File: config.mk
export PLATFORM = sky130hd
export DESIGN_NAME = pre_ifu
export DESIGN_NICKNAME = d
export VERILOG_FILES = /design/src/rtl/pre_ifu.sv
export SDC_FILE = /design/constraint.sdc
export NUM_CORES = 1
export LEC_CHECK = 0
export CORE_MARGIN = 1.5
export CORE_UTILIZATION = 45
export CTS_BUF_LIST = sky130_fd_sc_hd__clkbuf_16
export DETAILED_ROUTE_END_ITERATION = 7
export GPL_ROUTABILITY_DRIVEN = 0
export PLACE_DENSITY = 0.81
export SYNTH_ARGS = -nofsm -noshare
export SYNTH_HDL_FRONTEND = slang
export SYNTH_SLANG_ARGS = --single-unit
File: constraint.sdc
create_clock -name clk -period 5.2 [get_ports clk]
set_clock_uncertainty 0.1 [all_clocks]
set_input_delay 0.78 -clock clk [delete_from_list [all_inputs] [get_ports clk]]
set_output_delay 0.78 -clock clk [all_outputs]
set_load 0.02 [all_outputs]
File: src/rtl/pre_ifu.sv
// Pre-fetch stage: owns the fetch PC and issues single outstanding requests on the
// req/addr_ok/data_ok instruction bus. `PREIF_BYPASS_EN` enables data_ok -> IF bypass.
module pre_ifu #(
    parameter logic [31:0] RESET_PC = 32'h1c000000
) (
    input  logic        clk,
    input  logic        resetn,
    input  logic        flush,
    input  logic [31:0] flush_target,
    input  logic        br_taken,
    input  logic [31:0] br_target,
    output logic        inst_sram_req,
    output logic        inst_sram_wr,
    output logic [1:0]  inst_sram_size,
    output logic [3:0]  inst_sram_wstrb,
    output logic [31:0] inst_sram_addr,
    output logic [31:0] inst_sram_wdata,
    input  logic        inst_sram_addr_ok,
    input  logic        inst_sram_data_ok,
    input  logic [31:0] inst_sram_rdata,
    input  logic        if_allowin,
    output logic        pre_to_if_valid,
    output logic [31:0] pre_to_if_pc,
    output logic [31:0] pre_to_if_inst,
    output logic        pre_to_if_adef
);

    localparam int unsigned XLEN = 32;

    typedef enum logic [1:0] {
        S_REQ  = 2'd0,
        S_WAIT = 2'd1,
        S_HOLD = 2'd2
    } state_t;

    state_t            state;
    logic [XLEN-1:0]   fetch_pc;
    logic [XLEN-1:0]   buf_pc;
    logic [XLEN-1:0]   buf_inst;
    logic              buf_adef;
    logic              discard;
    logic              redir_vld;
    logic              redir_flush;
    logic [XLEN-1:0]   redir_pc;

    logic              br_eff;
    logic              redir_ev;
    logic              eff_vld;
    logic              eff_flush;
    logic [XLEN-1:0]   eff_pc;
    logic [XLEN-1:0]   seq_pc;
    logic              pc_misaligned;
    logic              bypass;

    // A pending flush shadows any later branch until it is consumed.
    assign br_eff        = br_taken & ~(redir_vld & redir_flush);
    assign redir_ev      = flush | br_eff;
    assign eff_vld       = redir_vld | redir_ev;
    assign eff_pc        = flush ? flush_target : (br_eff ? br_target : redir_pc);
    assign eff_flush     = flush | (redir_flush & ~br_eff);
    assign seq_pc        = fetch_pc + XLEN'(4);
    assign pc_misaligned = (fetch_pc[1:0] != 2'b00);

`ifdef PREIF_BYPASS_EN
    assign bypass = (state == S_WAIT) & inst_sram_data_ok & ~discard & ~redir_ev & if_allowin;
`else
    assign bypass = 1'b0;
`endif

    assign inst_sram_req   = resetn & (state == S_REQ) & ~pc_misaligned;
    assign inst_sram_addr  = resetn ? fetch_pc : '0;
    assign inst_sram_wr    = 1'b0;
    assign inst_sram_size  = 2'b10;
    assign inst_sram_wstrb = 4'b0000;
    assign inst_sram_wdata = '0;

    assign pre_to_if_valid = resetn & ((state == S_HOLD) | bypass);
    assign pre_to_if_pc    = bypass ? fetch_pc : buf_pc;
    assign pre_to_if_inst  = bypass ? inst_sram_rdata : buf_inst;
    assign pre_to_if_adef  = bypass ? 1'b0 : buf_adef;

    // Fetch FSM; every entry into REQ consumes the pending redirect.
    always_ff @(posedge clk) begin
        if (!resetn) begin
            state       <= S_REQ;
            fetch_pc    <= RESET_PC;
            buf_pc      <= '0;
            buf_inst    <= '0;
            buf_adef    <= 1'b0;
            discard     <= 1'b0;
            redir_vld   <= 1'b0;
            redir_flush <= 1'b0;
            redir_pc    <= '0;
        end else begin
            redir_vld   <= eff_vld;
            redir_flush <= eff_flush;
            redir_pc    <= eff_pc;
            case (state)
                S_REQ: begin
                    if (pc_misaligned) begin
                        if (redir_ev) begin
                            fetch_pc  <= eff_pc;
                            redir_vld <= 1'b0;
                        end else begin
                            buf_pc   <= fetch_pc;
                            buf_inst <= '0;
                            buf_adef <= 1'b1;
                            state    <= S_HOLD;
                        end
                    end else begin
                        if (redir_ev) begin
                            discard <= 1'b1;
                        end
                        if (inst_sram_addr_ok) begin
                            state <= S_WAIT;
                        end
                    end
                end
                S_WAIT: begin
                    if (inst_sram_data_ok) begin
                        if (discard || redir_ev) begin
                            discard   <= 1'b0;
                            state     <= S_REQ;
                            fetch_pc  <= eff_vld ? eff_pc : fetch_pc;
                            redir_vld <= 1'b0;
                        end else if (bypass) begin
                            state    <= S_REQ;
                            fetch_pc <= seq_pc;
                        end else begin
                            buf_pc   <= fetch_pc;
                            buf_inst <= inst_sram_rdata;
                            buf_adef <= 1'b0;
                            state    <= S_HOLD;
                        end
                    end else if (redir_ev) begin
                        discard <= 1'b1;
                    end
                end
                S_HOLD: begin
                    if (redir_ev || if_allowin) begin
                        state     <= S_REQ;
                        fetch_pc  <= eff_vld ? eff_pc : seq_pc;
                        redir_vld <= 1'b0;
                    end
                end
                default: begin
                    state <= S_REQ;
                end
            endcase
        end
    end

endmodule

==> After elaboration in Yosys (flattened, before gate mapping) <==
Cells that the tools add are included.
{ "word_totals": {"regBits": 134, "out_inout_bits": 138} }
{ "op_classes": {"addsub": 1, "n_eq_ne": 14, "n_mux": 44, "n_bitwise": 12, "n_reduce_logical": 10} }
{ "op_table": {"columns": ["operator", "n"], "rows": [
  ["2-to-1 mux 32 bit", 18],
  ["one-hot mux 32 bit (2 select lines)", 2],
  ["one-hot mux 32 bit (3 select lines)", 1],
  ["adder 32 x 3 -> 32 bit, second input constant", 1],
  ["inequality test 2 bit, second input constant", 8],
  ["2-to-1 mux 1 bit", 13],
  ["2-to-1 mux 2 bit", 6],
  ["inequality test 3 bit, second input constant", 3],
  ["AND reduction 7 bit", 1],
  ["bitwise AND 1 bit", 6],
  ["one-hot mux 2 bit (3 select lines)", 1],
  ["AND reduction 5 bit", 1],
  ["one-hot mux 1 bit (2 select lines)", 2],
  ["AND reduction 4 bit", 1],
  ["nonzero test 2 bit", 2],
  ["inverter 1 bit", 3],
  ["bitwise OR 1 bit", 3],
  ["one-hot mux 1 bit (3 select lines)", 1],
  ["AND reduction 3 bit", 1],
  ["nonzero test 3 bit", 1],
  ["equality test 2 x 1 -> 1 bit, second input constant", 1],
  ["equality test 2 bit, second input constant", 1],
  ["logical NOT 2 bit", 1],
  ["logical OR 1 bit", 2],
  ["inequality test 2 x 1 -> 1 bit, second input constant", 1]
]} }

==> Depth between registers and ports, before layout <==
Gate-level depths: netlist of run 1.
{ "depth": {"word_depth": 9, "depth_mapped": 9, "depth_no_buf": 6} }

==> Least setup slack after synthesis of run 1 <==
OpenSTA, ideal clock, no wires.
{ "synth_path": {"kind": "input-to-output", "start": "input resetn", "end": "output inst_sram_req", "arrival_ps": 1940, "setup_slack_ps": 2380, "stages": 4, "path_buffers": 2, "path_cell_list": "clkbuf_1 > clkbuf_1 > nand2b_1 > nor4_1"} }
{ "synth_between": {"elab_chain_cells": 2} }
{ "synth_lines": {"columns": ["element", "line_no", "rtl"], "rows": [
  ["from (decl)", "7", "input logic resetn,"],
  ["bitwise AND 1 bit (2 in series)", "70", "assign inst_sram_req = resetn & (state == S_REQ) & ~pc_misaligned;"],
  ["to (decl)", "12", "output logic inst_sram_req,"]
]} }
Every way passes these cells.

==> Final worst setup path of run 1 <==
{ "layout_path": {"start": "input resetn", "end": "output inst_sram_addr[26]"} }
{ "layout_between": {"elab_chain_cells": 1} }
{ "layout_lines": {"columns": ["element", "line_no", "rtl"], "rows": [
  ["2-to-1 mux 32 bit", "71", "assign inst_sram_addr = resetn ? fetch_pc : '0;"],
  ["to (decl)", "16", "output logic [31:0] inst_sram_addr,"]
]} }
Every way passes these cells.

==> results.yml, run 1 <==
critical_path:
  r2r-end: "pre_to_if_inst[6]$_SDFFE_PN0P_"
  critical_path.startpoint_type: "input pin"
  crit_fanout: 53
  r2r_slack_ns: 2.23
  end_kind: "output pin"
  worstRegToRegCells: 5
  cp_data_arrival_time_ns: 2.67
  crit_type: "in -> out"
  cp_data_required_time_ns: 4.32
  r2r_start: "redir_flush$_SDFF_PN0_"
timing:
  layout_min_cycle_time_ns: 3.55
  slew_violations: 0
  fin_ws_ns: 1.65
  post-route-period-util_pct: 68.3
  slew_headroom_pct: 21.3
  setup_violations: 0
  hold_violations: 0
  fmax_mhz: 282
  max_slew.worst_pin.slew_ns: 1.18
  rsz0062_at_grt: "false"
  finalSetupTns_ns: 0
grt:
  grt_pass1_wl_um: 30500
  grt.total_usage_pct: 26.1
  antenna_found_initial: 0
  grt_max_degree: 78
  grt_overflow: 0
  grt_pass1_vias: 6013
logic_synthesis:
  synth_top_family_by_area: "simple AND/OR/NAND/NOR gates"
  async_flop_share_pct: 0
  synth_compound_area_share_pct: 22.5
  synth_cell_type_count: 66
  yosys.area_share.simple_pct: 24.6
  synth_mux_area_share_pct: 1.30
  synth_edf_count: 0
  syn_inst: 819
  yosysWarnings: 0
  syn_area_um2: 6440
  synth-seq-cells: 134
  synth_xor_area_share_pct: 0
  syn_avg_cell_area_um2: 7.86
  yosysSeqAreaShare_pct: 41.7
  synth_flop_cell: "dfxtp_1"
  yosys.area_share.adder_pct: 0.194
status:
  status: "finished clean"
clocking:
  postCtsResizedCells: 0
  root_buffer: "clkbuf_16"
  cts_setup_buffers: 0
  cts.path.max_buffers: 2
  holdBufCountCts: 0
  cts_num_sinks: 134
  cts_max_level: 4
  path_clk_slew_ns: 0.05
  tritoncts: "done"
  cts_made_buffers: 17
  clk_latency_ns: 0.41
route:
  vias: 6532
  routedWlPerCell_um: 16.7
  drc: 0
  routed_wl_um: 19600
  drtIter0Drc: 605
  final_antenna_net_count: 0
  viasPerCell: 5.58
  dr.pass1.iters: 5
placement:
  hpwl_um: 13700
  io_buffers: 201
  dp_slack_ns: 1.33
pwr:
  p_per_area_nw_per_um2: 309
  ir_drop_mv: 0.228
  leakagePower_nw: 3.27
floorplanning:
  num_rows: 43
  dieHeight_um: 123
  initial_core_util_pct: 46.2
  dieArea_um2: 15000
  core_area_um2: 13900
  io-pin-count: 241
  die_w_um: 123
cells_and_area:
  antenna_cells: 0
  nets: 1084
  areaGrowthSynthToFinish_pct: 37.4
  drive_above_1_share_pct: 5.15
  fill_cells: 1237
worst_hold_path:
  hold_path_startpoint: "redir_pc[17]$_SDFF_PN0_"
  hold_end: "redir_pc[17]$_SDFF_PN0_"
  hold_path_class: "reg -> reg"
  worstHoldPathCells: 2
job:
  maxCapViolations: 0
## layer usage
| layer | up-vias | track usage [%] | routed length (µm) |
|---|---|---|---|
| li1 | 3140 | - | - |
| met1 | 3047 | 33.5 | 8110 |
| met2 | 291 | 41.2 | 9240 |
| met3 | 54 | 6.51 | 1540 |
| met4 | 0 | 12.5 | 720 |
| met5 | - | 0 | 0 |
## cells in the final DEF (no fill, tap or decap), drive strengths merged, types with 4 or more instances in the layout
cell type / netlist / routed
o22ai: 6 / 6
nand4: 14 / 14
and2: 34 / 34
nor4: 5 / 5
and3: 10 / 10
conb: 2 / 39
or3: 10 / 10
dfxtp: 134 / 134
buf: 59 / 13
nor2: 69 / 69
mux2i: 5 / 5
nand3: 25 / 25
o21ai: 36 / 36
clkbuf: 49 / 17
and4: 6 / 6
a311oi: 4 / 4
clkinv: 1 / 8
a22oi: 33 / 33
inv: 10 / 15
a221oi: 4 / 4
clkdlybuf4s50: 0 / 200
nand2: 130 / 130
a21oi: 66 / 66
a211oi: 9 / 9
o211ai: 9 / 9
a31oi: 16 / 16
nand2b: 6 / 6
nor3: 11 / 11
## kinds of logic after synthesis
logic type,count (synthesis)
AO/OA/AOI/OAI,222
multiplexers,8
buffers and inverters,119
other,2
adder cells (fa/ha/maj),1
AND/OR/NAND/NOR,333
flip-flops,134
## cells in the mapped netlist (all sizes together), types with 5 or more instances
library cell | instances | area (µm²)
nand2b | 6 | 37.5
a21oi | 66 | 330
a31oi | 16 | 100
dfxtp | 134 | 2680
clkbuf | 49 | 184
and3 | 10 | 62.6
a211oi | 9 | 67.6
nand2 | 130 | 488
nor3 | 11 | 55.1
nand4 | 14 | 93.8
a22oi | 33 | 248
buf | 59 | 392
and4 | 6 | 53.8
inv | 10 | 37.5
nor2 | 69 | 259
nand3 | 25 | 125
o22ai | 6 | 37.5
nor4 | 5 | 31.3
mux2i | 5 | 50.1
o21ai | 36 | 180
and2 | 34 | 213
or3 | 10 | 62.6
o211ai | 9 | 67.6
## critical path, stage by stage
cell             delay, ns
buf_2                 0.66
inv_2                 0.30
nor2_1                0.26
clkdlybuf4s50_1       0.64
## per-stage QoR
step	util [%]	cells	instance area, µm²	power [W]	hold WS, ns
3_5_place_dp	59.9	1141	8340	0.00171	0.346
6_report	63.5	1171	8840	0.00273	0.351
5_1_grt	63.5	1171	8840	0.00285	0.368
4_1_cts	63.5	1171	8840	0.00274	0.354
2_1_floorplan	-	856	6580	0.00150	0.331
3_3_place_gp	59.9	1141	8340	0.00170	0.341
## sequential cells by signal, summed over array words and instances (netlist names), 2 cells and up
| signal | count |
|---|---|
| fetch_pc | 32 |
| redir_pc | 32 |
| pre_to_if_pc | 32 |
| state | 2 |
| pre_to_if_inst | 32 |
## worst max path at each step
| stage | from | slack (ns) | to |
|---|---|---|---|
| 6_report | resetn | 1.65 | inst_sram_addr[26] |
| 5_1_grt | br_taken | 1.54 | pre_to_if_inst[12]$_SDFFE_PN0P_ |
| 4_1_cts | resetn | 1.69 | inst_sram_addr[26] |
| 3_5_place_dp | br_taken | 1.33 | pre_to_if_inst[6]$_SDFFE_PN0P_ |
| 3_3_place_gp | br_taken | 1.39 | pre_to_if_inst[23]$_SDFFE_PN0P_ |
| 2_1_floorplan | resetn | 2.38 | inst_sram_req |
## final cells by class
type                       count  area (µm²)  area share (%)
multi-input combinational    603        3300            37.3
sequential                   134        2680            30.3
timing repair buffer         213        2100            23.7
clock buffer                  17         425            4.81
tap                          180         225            2.55
clock inverter                13        77.6           0.877
inverter                      11        41.3           0.467
## where the power goes
group	internal [W]	total [W]	switching, W
sequential	0.00110	0.00120	0.0000980
clock	0.000630	0.00104	0.000408
combinational	0.000225	0.000497	0.000273
No activity file was read; power rests on OpenSTA's default activity.
==> inputs of run 2 (changes only) <==
--- a/config.mk
+++ b/config.mk
@@ -6,11 +6,11 @@
 export NUM_CORES = 1
 export LEC_CHECK = 0
 export CORE_MARGIN = 1.5
-export CORE_UTILIZATION = 45
+export CORE_UTILIZATION = 40
 export CTS_BUF_LIST = sky130_fd_sc_hd__clkbuf_16
 export DETAILED_ROUTE_END_ITERATION = 7
 export GPL_ROUTABILITY_DRIVEN = 0
-export PLACE_DENSITY = 0.81
+export PLACE_DENSITY = 0.76
 export SYNTH_ARGS = -nofsm -noshare
 export SYNTH_HDL_FRONTEND = slang
 export SYNTH_SLANG_ARGS = --single-unit
==> constraint.sdc (replaced) <==
create_clock -name clk -period 3.1 [get_ports clk]
set_clock_uncertainty 0.1 [all_clocks]
set_input_delay 0.465 -clock clk [delete_from_list [all_inputs] [get_ports clk]]
set_output_delay 0.465 -clock clk [all_outputs]
set_load 0.02 [all_outputs]
==> run 2 against run 1 <==
Compared with the run above: via count up 2.0%; core utilization is 4.9 points lower; sequential share of layout area down 1.4 points; largest power group is now the clock network; highest routed layer unchanged.
==> results.yml, run 2 (synthesized netlist as in run 1, its figures left out) <==
status:
  status: "finished clean"
floorplanning:
  core_area_um2: 15800
  num_rows: 46
  dieHeight_um: 130
  die_w_um: 130
  io-pin-count: 241
  dieArea_um2: 16900
  initial_core_util_pct: 40.7
grt:
  grt_pass1_vias: 6005
  antenna_found_initial: 0
  grt_max_degree: 76
  grt_pass1_wl_um: 31500
  grt.total_usage_pct: 24.1
  grt_overflow: 0
job:
  maxCapViolations: 0
pwr:
  pwr-share-seq_pct: 37.5
  p_comb_share_pct: 17.6
  clockPowerShare_pct: 44.9
  leakagePower_nw: 3.45
  sw_frac_of_total_pct: 27.0
  ir_drop_mv: 0.343
  p_sw_w: 0.00142
  p_per_area_nw_per_um2: 568
  power.internal_w: 0.00384
clocking:
  clk_latency_ns: 0.42
  postCtsResizedCells: 0
  tritoncts: "done"
  cts_setup_buffers: 0
  cts.path.max_buffers: 2
  cts_max_level: 4
  holdBufCountCts: 0
  cts_made_buffers: 17
  root_buffer: "clkbuf_16"
  path_clk_slew_ns: 0.06
  cts_num_sinks: 134
placement:
  dp_slack_ns: 0.293
  hpwl_um: 14300
  io_buffers: 201
  dp.cells: 1196
critical_path:
  cp_data_arrival_time_ns: 1.89
  cp_data_required_time_ns: 2.53
  r2r_slack_ns: 0.70
  end_kind: "output pin"
  crit_fanout: 9
  crit_type: "reg -> out"
  critical_path.startpoint_type: "flip-flop"
timing:
  hold_violations: 0
  slew_headroom_pct: 42.3
  finalSetupTns_ns: 0
  max_slew.worst_pin.slew_ns: 0.854
  setup_violations: 0
  slew_violations: 0
  layout_min_cycle_time_ns: 2.45
  post-route-period-util_pct: 79.1
  fin_ws_ns: 0.647
  fmax_mhz: 408
  rsz0062_at_grt: "false"
route:
  drtIter0Drc: 410
  routedWlPerCell_um: 16.8
  vias: 6661
  dr.pass1.iters: 6
  routed_wl_um: 20700
  drc: 0
  final_antenna_net_count: 0
  viasPerCell: 5.42
worst_hold_path:
  hold_path_class: "in -> reg"
cells_and_area:
  areaGrowthSynthToFinish_pct: 43.9
  layout.cells.non_filler: 1228
  final_common_cell: "clkdlybuf4s50_1"
  final_cell_mix: "200 x clkdlybuf4s50_1, 134 x dfxtp_1, 130 x nand2_1"
  nets: 1103
  antenna_cells: 0
  drive_above_1_share_pct: 7.71
[run 2: power by group through the flow]
stage               logic (W)  clock network (W)  registers [W]
detailed placement   0.000918                  0        0.00201
finish               0.000926            0.00236        0.00197
global placement     0.000908                  0        0.00200
global route         0.000999            0.00245        0.00199
floorplan            0.000548                  0        0.00197
CTS                  0.000921            0.00239        0.00197
[run 2: critical path: stages (launching register included)]
cell and delay [ns]:
dfxtp_1 0.39, nand2b_1 0.19, nor4_1 0.21, clkdlybuf4s50_1 0.67
[run 2: area by class of cell]
cell class,instances,area [µm²]
clock buffer,17,425
clock inverter,15,259
fill,1430,6560
inverter,11,41.3
multi-input combinational,603,3300
sequential,134,2680
tap,216,270
timing repair buffer,232,2290
[run 2: routing by layer]
metal / global-route usage (%) / routed length (µm) / up-vias / share of wire (%)
met3: 6.03 / 1650 / 54 / 8.0
met2: 39.4 / 9820 / 321 / 48
met5: 0 / 0 / - / 0
met1: 30.2 / 8500 / 3094 / 41
met4: 10.9 / 676 / 0 / 3.3
li1: - / - / 3192 / -
[run 2: final timing paths]
kind,cells past startpoint,endpoint,startpoint
setup / recovery,3,inst_sram_req,state[1]$_SDFFE_PN0P_
hold reg to reg,2,pre_to_if_pc[24]$_SDFFE_PN0P_,pre_to_if_pc[24]$_SDFFE_PN0P_
hold / removal,3,state[0]$_SDFFE_PN0P_,resetn
setup reg to reg,6,fetch_pc[30]$_SDFFE_PN0P_,fetch_pc[2]$_SDFFE_PN0P_
[run 2: per-stage QoR]
step	cell area [µm²]	utilization [%]	hold slack [ns]	total power, W
after floorplan	6580	-	0.331	0.00252
after global placement	8580	54.2	0.343	0.00291
after detailed placement	8580	54.2	0.346	0.00292
after CTS	9260	58.5	0.312	0.00528
after global routing	9260	58.5	0.320	0.00544
final	9260	58.5	0.325	0.00526
==> inputs of run 3 (changes only) <==
==> constraint.sdc (replaced) <==
create_clock -name clk -period 2 [get_ports clk]
set_clock_uncertainty 0.1 [all_clocks]
set_input_delay 0.3 -clock clk [delete_from_list [all_inputs] [get_ports clk]]
set_output_delay 0.3 -clock clk [all_outputs]
set_load 0.02 [all_outputs]
==> run 3 against run 2 <==
Compared with the run above: sequential power grew 53%; worst hold slack lost 0.17 ns; power grew 47%; global-route usage grew 1.9 points; largest cell class unchanged.
==> results.yml, run 3 (synthesized netlist as in run 1, its figures left out) <==
cells_and_area:
  fill_cells: 1402
  final_common_cell: "clkdlybuf4s50_1"
  areaGrowthSynthToFinish_pct: 54.5
  final_cell_mix: "166 x clkdlybuf4s50_1, 130 x nand2_1, 126 x dfxtp_1"
  finish.instance_area_um2: 9940
  nets: 1183
  drive_above_1_share_pct: 16.9
  antenna_cells: 0
  layout.cells.non_filler: 1308
  postLayoutCoreUtil_pct: 62.8
pwr:
  p_sw_w: 0.00231
  p_per_area_nw_per_um2: 776
  p_comb_share_pct: 22.6
  leakagePower_nw: 4.02
  finalPower_w: 0.00771
  sw_frac_of_total_pct: 29.9
  clockPowerShare_pct: 38.2
  power.internal_w: 0.00541
  ir_drop_mv: 0.596
  pwr-share-seq_pct: 39.2
critical_path:
  worst_path_largest_cell_delay_ns: 0.42
  crit_fanout: 7
  cp_data_arrival_time_ns: 1.53
  cp_data_required_time_ns: 1.60
  r2r_slack_ns: 0.07
  critical_path.startpoint_type: "flip-flop"
  path_cells: "buf_4 > and2_1 > dlygate4sd2_1"
  crit_type: "reg -> out"
  end_kind: "output pin"
  worstRegToRegCells: 7
  r2r-end: "fetch_pc[2]$_SDFFE_PN0P_"
  crit_path_start: "fetch_pc[10]$_SDFFE_PN0P_"
  r2r_start: "state[1]$_SDFFE_PN0P_"
  cpMaxStageDelayCell: "dfxtp_1"
  critical_path.endpoint: "inst_sram_addr[10]"
worst_hold_path:
  hold_path_class: "in -> reg"
  worstHoldPathCells: 3
grt:
  grt_overflow: 0
  grt_pass1_vias: 6601
  antenna_found_initial: 0
  grt_max_degree: 67
  grt.total_usage_pct: 26.1
  grt_pass1_wl_um: 34300
floorplanning:
  dieArea_um2: 16900
  num_rows: 46
  io-pin-count: 241
  dieHeight_um: 130
  initial_core_util_pct: 40.7
  core_area_um2: 15800
  die_w_um: 130
timing:
  setup_violations: 0
  slew_violations: 0
  hold_violations: 0
  layout_min_cycle_time_ns: 1.93
  fmax_mhz: 517
  rsz0062_at_grt: "true"
  post-route-period-util_pct: 96.7
route:
  routedWlPerCell_um: 16.9
  final_antenna_net_count: 0
  routed_wl_um: 22100
  drc: 0
  dr.pass1.iters: 6
  vias: 7038
  drtIter0Drc: 481
  viasPerCell: 5.38
clocking:
  clk_latency_ns: 0.42
  path_clk_slew_ns: 0.06
  root_buffer: "clkbuf_16"
  cts_num_sinks: 134
  tritoncts: "done"
  cts_max_level: 4
  cts.path.max_buffers: 2
  holdBufCountCts: 0
  cts_made_buffers: 17
status:
  status: "finished clean"
placement:
  post_dp_cell_area_um2: 9310
  io_buffers: 201
  dp.cells: 1274
  hpwl_um: 16200
job:
  maxCapViolations: 0
## run 3: critical path, delay by kind of cell, from the launching register on
family,cells,cell delay (ns)
DFF,1,0.42
and+or+nand+nor,1,0.16
buffers and inverters,2,0.54
## run 3: timing repair
action | in CTS | in global routing
buffers inserted | 0 | 1
endpoints found under the setup margin | 42 | 35
gates resized for setup | 41 | 20
gates cloned | 0 | 1
pin swaps | 1 | 2
## run 3: worst min-delay path by stage
stage / from / endpoint / slack, ns
3_3_place_gp: pre_to_if_pc[24]$_SDFFE_PN0P_ / pre_to_if_pc[24]$_SDFFE_PN0P_ / 0.34
6_report: resetn / state[0]$_SDFFE_PN0P_ / 0.16
2_1_floorplan: redir_pc[17]$_SDFF_PN0_ / redir_pc[17]$_SDFF_PN0_ / 0.33
4_1_cts: resetn / state[0]$_SDFFE_PN0P_ / 0.15
3_5_place_dp: pre_to_if_pc[23]$_SDFFE_PN0P_ / pre_to_if_pc[23]$_SDFFE_PN0P_ / 0.35
5_1_grt: resetn / state[0]$_SDFFE_PN0P_ / 0.18
## run 3: final cells by class
class	instances	area (µm²)	area share, %
inverter	11	41.3	0.415
multi-input combinational	603	3380	33.9
clock inverter	15	131	1.32
timing repair buffer	312	3010	30.2
sequential	134	2690	27.1
clock buffer	17	425	4.28
tap	216	270	2.72
## run 3: power groups by stage
stage          clock (W)  sequential (W)  combinational (W)
5_1_grt          0.00311         0.00304            0.00187
6_report         0.00295         0.00302            0.00174
4_1_cts          0.00299         0.00302            0.00170
2_1_floorplan          0         0.00306           0.000852
3_5_place_dp           0         0.00307            0.00172
3_3_place_gp           0         0.00306            0.00170
## run 3: metal layers
| layer | vias up | global-route usage (%) | wire, µm |
|---|---|---|---|
| li1 | 3347 | - | - |
| met1 | 3307 | 32.6 | 9040 |
| met2 | 326 | 43.5 | 10700 |
| met3 | 58 | 5.66 | 1630 |
| met4 | 0 | 11.1 | 737 |
| met5 | - | 0 | 0 |
## run 3: metrics by stage
step | worst slack, ns | hold WS, ns | TNS [ns]
after floorplan | 0.0344 | 0.331 | 0
after global placement | -0.465 | 0.341 | -37.25
after detailed placement | -0.498 | 0.347 | -39.93
after CTS | 0.00136 | 0.155 | 0
after global routing | -0.0200 | 0.176 | -0.0286
final | 0.0663 | 0.158 | 0
